**config.mk**
```make
export PLATFORM = sky130hd
export DESIGN_NAME = pipe_reg_elastic
export DESIGN_NICKNAME = d
export VERILOG_FILES = /design/src/rtl/pipe_reg_elastic.sv
export SDC_FILE = /design/constraint.sdc
export NUM_CORES = 1
export LEC_CHECK = 0
export CAP_MARGIN = 20
export CORE_AREA = 2 2 48 50
export DETAILED_ROUTE_END_ITERATION = 12
export DIE_AREA = 0 0 50 52
export HOLD_SLACK_MARGIN = 0.12
export PLACE_DENSITY = 0.69
export SETUP_SLACK_MARGIN = 0.4
export SYNTH_ARGS = -nofsm -noshare
export SYNTH_HDL_FRONTEND = slang
export SYNTH_SLANG_ARGS = --single-unit
```
**constraint.sdc**
```tcl
create_clock -name clk -period 1.48 [get_ports clk]
set_input_delay 0.296 -clock clk [delete_from_list [all_inputs] [get_ports clk]]
set_output_delay 0.296 -clock clk [all_outputs]
set_load 0.02 [all_outputs]
```
**src/rtl/pipe_reg_elastic.sv**
```systemverilog
//------------------------------------------------------------------------------
// Module   : pipe_reg_elastic
// Brief    : Multi-stage elastic pipeline register with ready/valid handshake,
//            bubble collapsing, flush, and programmable reset value.
//            Optional macro PIPE_REG_STALL_CNT_EN adds a 16-bit stall counter.
// Revision : 1.0 - initial release
//------------------------------------------------------------------------------
`default_nettype none

module pipe_reg_elastic #(
  parameter int               WIDTH     = 8,
  parameter int               DEPTH     = 2,
  parameter logic [WIDTH-1:0] RESET_VAL = '0
) (
  input  logic                       clk,
  input  logic                       rst,
  input  logic                       flush,
  input  logic                       in_valid,
  output logic                       in_ready,
  input  logic [WIDTH-1:0]           in_data,
  output logic                       out_valid,
  input  logic                       out_ready,
  output logic [WIDTH-1:0]           out_data,
`ifdef PIPE_REG_STALL_CNT_EN
  output logic [15:0]                stall_cnt,
`endif
  output logic [$clog2(DEPTH+1)-1:0] occupancy
);

  localparam int c_OCC_W = $clog2(DEPTH+1);

  logic [DEPTH-1:0] w_v;
  logic [WIDTH-1:0] w_d [DEPTH];
  logic [DEPTH-1:0] w_rdy;
  logic             w_hole;
  logic [c_OCC_W-1:0] w_occ;

  // A stage can load whenever the sink takes data or any slot at or after it is empty.
  always_comb begin
    w_hole = out_ready;
    w_rdy  = '0;
    for (int i = DEPTH-1; i >= 0; i--) begin
      w_hole   = w_hole | ~w_v[i];
      w_rdy[i] = w_hole;
    end
  end

  generate
    for (genvar i = 0; i < DEPTH; i++) begin : g_stage
      logic             r_v;
      logic [WIDTH-1:0] r_d;
      logic             w_up_v;
      logic [WIDTH-1:0] w_up_d;

      if (i == 0) begin : g_head
        assign w_up_v = in_valid;
        assign w_up_d = in_data;
      end else begin : g_body
        assign w_up_v = w_v[i-1];
        assign w_up_d = w_d[i-1];
      end

      always_ff @(posedge clk or posedge rst) begin
        if (rst) begin
          r_v <= 1'b0;
          r_d <= RESET_VAL;
        end else if (flush) begin
          r_v <= 1'b0;
        end else if (w_rdy[i]) begin
          r_v <= w_up_v;
          if (w_up_v) begin
            r_d <= w_up_d;
          end
        end
      end

      assign w_v[i] = r_v;
      assign w_d[i] = r_d;
    end
  endgenerate

  always_comb begin
    w_occ = '0;
    for (int i = 0; i < DEPTH; i++) begin
      w_occ = w_occ + c_OCC_W'(w_v[i]);
    end
  end

  assign in_ready  = w_rdy[0] & ~flush;
  assign out_valid = w_v[DEPTH-1] & ~flush;
  assign out_data  = w_d[DEPTH-1];
  assign occupancy = w_occ;

`ifdef PIPE_REG_STALL_CNT_EN
  logic [15:0] r_stall_cnt;

  always_ff @(posedge clk or posedge rst) begin
    if (rst) begin
      r_stall_cnt <= '0;
    end else if (w_v[DEPTH-1] && !out_ready && !flush && (r_stall_cnt != 16'hFFFF)) begin
      r_stall_cnt <= r_stall_cnt + 16'd1;
    end
  end

  assign stall_cnt = r_stall_cnt;
`endif

endmodule

`default_nettype wire
```
==> impl_summary.log <==
INFO  metric die_w = 50 um
INFO  metric die_height = 52 um
INFO  metric yosys.cell_types.count = 12
INFO  metric layout-drive-gt1-share = 57.6%
INFO  metric fin_setup_tns = -0.883 ns
INFO  metric grt_use_total = 12.8%
INFO  metric ys_warn_count = 0
INFO  metric remaining_drc_errors = 0
INFO  metric route.vias.total = 524
INFO  metric required = 1.66 ns
INFO  metric pin_count_of_the_biggest_net_entering_global_routing = 19
INFO  metric initial_antenna_violation_count = 0
INFO  metric critical_path_arrival = 1.77 ns
INFO  metric report.final.hold_viol_count = 0
INFO  metric fill_cells = 172
INFO  metric cts_root_buf = clkbuf_4
INFO  metric skew = 0.00519 ns
INFO  metric grt_first_pass_wirelength = 2.40 mm
INFO  metric layout_worst_path_cycle_share = 108%
INFO  metric synth_nets = 61
INFO  metric grt_overflow = 0
INFO  metric cts_made_buffers = 3
INFO  metric pre_cts_ws = -0.471 ns
INFO  metric slowest_delay = 0.44 ns
INFO  metric place_congestion = 0.633
INFO  metric drt.antenna.violating_nets = 0
INFO  metric crit_slowest_cell = dfrtp_1
INFO  metric timing.critical_path.from_type = register
INFO  metric failing_checks = negative setup slack
INFO  metric fmax = 627 MHz
INFO  metric path_class = register to register
INFO  metric number_of_drc_markers_after_the_initial_detailed_route_iteration = 4
INFO  metric average_wire_per_standard_cell = 12.3 um
INFO  metric result_of_the_run = finished, violations left
INFO  metric place.port_buffers = 24
INFO  metric htreeDepth = 1
INFO  metric finalWorstPathRequiredPeriod = 1.59 ns
INFO  metric vdd.ir_drop.worst = 0.550 mV
INFO  metric yosysSeqAreaShare = 59.4%
INFO  metric num_antenna_cells = 0
INFO  metric drt-pass1-iter-count = 3
INFO  metric timing.critical_path.fanout_max = 8
INFO  metric detail_route.wirelength = 1.48 mm
INFO  metric first_global_vias = 495
INFO  metric fp.dieArea = 2600 sq um
INFO  metric worst_slew_margin_rel = 84.1%
INFO  metric timing_worst_slew_pin_value = 0.238 ns
INFO  metric clk_path_buf_depth = 2
INFO  metric io_pins = 25
INFO  metric power_leakage = 0.000625 uW
INFO  metric commonest_non_fill_non_tap_cells_in_the_layout = dfrtp_1 (18), buf_4 (18), mux2_4 (16)
INFO  metric hold_path_class = input pin to asynchronous set/reset pin
INFO  metric pwr_density_cell = 1270 nW/um^2
INFO  metric detailed_placement_hpwl = 934 um
INFO  metric numClockSinks = 18
INFO  metric synthesis.instances = 47
INFO  metric area_growth = 63.7%
INFO  metric worst_skew_pair.late_latency = 0.29 ns
INFO  metric clk_pin_slew = 0.10 ns
INFO  metric initial_utilization = 36.0%
INFO  metric layout.nets = 107
INFO  metric max-cap-violations = 0
INFO  metric drt-vias-per-instance = 4.37
INFO  metric crit_path_cell_trace = and3b_1, or3b_1, buf_6, mux2_4
INFO  metric hold_buf_cts = 0
INFO  metric timing.final.setup_violations = 10
INFO  metric core = 2110 sq um
INFO  metric synth_area_per_cell = 16.1 sq um
INFO  metric setup_repair_after_global_routing_missed_its_margin = yes
INFO  metric fp-row-count = 17
INFO  metric syn_area = 758 sq um
INFO  metric timing.final.ws_setup = -0.115 ns
INFO  metric synth.ff_latch_count = 18
INFO  metric tritoncts = built
INFO  metric number_of_max_slew_violations_in_the_final_report = 0
INFO  metric cp-end-kind = register
registers in the layout, summed over array words and instances (netlist names):
| name | count |
|---|---|
| g_stage.r_d | 8 |
| out_data | 8 |
| g_stage.r_v | 2 |
kinds of logic after synthesis:
kind of cell	count (synthesis)	share of synthesized area (%)
adder cells (fa/ha/maj)	1	1.65
buffers and inverters	2	1.98
flip-flops	18	59.4
multiplexers	16	27.7
AND/OR/NAND/NOR	10	9.24
final timing paths:
path / start / end / slack [ns] / cells past startpoint
min reg2reg: g_stage[0].r_d[7] / out_data[7] / 0.51 / 1
max reg2reg: g_stage[0].r_v / g_stage[0].r_d[7] / -0.11 / 4
min: rst / g_stage[0].r_v / 0.32 / 3
min in group clk: flush / g_stage[0].r_v / 0.50 / 3
max in group asynchronous: rst / out_data[5] / 0.97 / 3
max: g_stage[0].r_v / g_stage[0].r_d[7] / -0.11 / 4
final cells by class:
class,count,area [sq um],share of cell area (%)
flip-flops and latches,18,450,36.3
repair buffers,42,390,31.5
multi-input cells,27,325,26.2
clock buffers,4,36.3,2.92
well taps,28,35.0,2.82
inverters,1,3.75,0.302
cells in the mapped netlist, drive strengths merged:
cell type,instances,area [sq um]
mux2,16,210
inv,1,3.75
ha,1,12.5
and3b,1,8.76
nor2b,1,6.26
nor2,5,18.8
dfrtp,18,450
or3b,1,8.76
and2b,1,8.76
nor3b,1,18.8
buf,1,11.3
metal layers:
| layer | track usage, % | share of wire, % | vias to the layer above |
|---|---|---|---|
| li1 | - | - | 252 |
| met1 | 18.0 | 48 | 251 |
| met2 | 18.6 | 45 | 19 |
| met3 | 2.87 | 5.7 | 2 |
| met4 | 5.56 | 0.95 | 0 |
| met5 | 0 | 0 | - |
worst max-delay path: cells and delay by family, from the launching register on:
| kind | cells | cell delay, ns |
|---|---|---|
| AND/OR/NAND/NOR | 2 | 0.59 |
| flip-flops | 1 | 0.44 |
| multiplexers | 1 | 0.30 |
| buffers and inverters | 1 | 0.16 |
repair_timing:
action	4_1_cts	5_1_grt
pin swaps	2	2
gates resized for setup	75	2
endpoints found under the setup margin	28	28
setup buffers	7	7
per-stage QoR:
stage	power [uW]	hold slack [ns]	area (sq um)	std cells	utilization (%)
after floorplan	898	0.235	769	47	-
after global placement	1100	0.485	1080	102	51.1
after detailed placement	1110	0.491	1080	102	51.1
after CTS	1530	0.315	1180	113	56.1
after global routing	1670	0.322	1240	120	58.9
final	1570	0.317	1240	120	58.9
power breakdown:
group | internal (uW) | leakage (uW) | total (uW) | switching (uW)
logic | 406 | 0.000388 | 613 | 208
registers | 594 | 0.000215 | 662 | 67.7
clock network | 150 | 0.0000210 | 297 | 148
No activity file was read; power rests on OpenSTA's default activity.
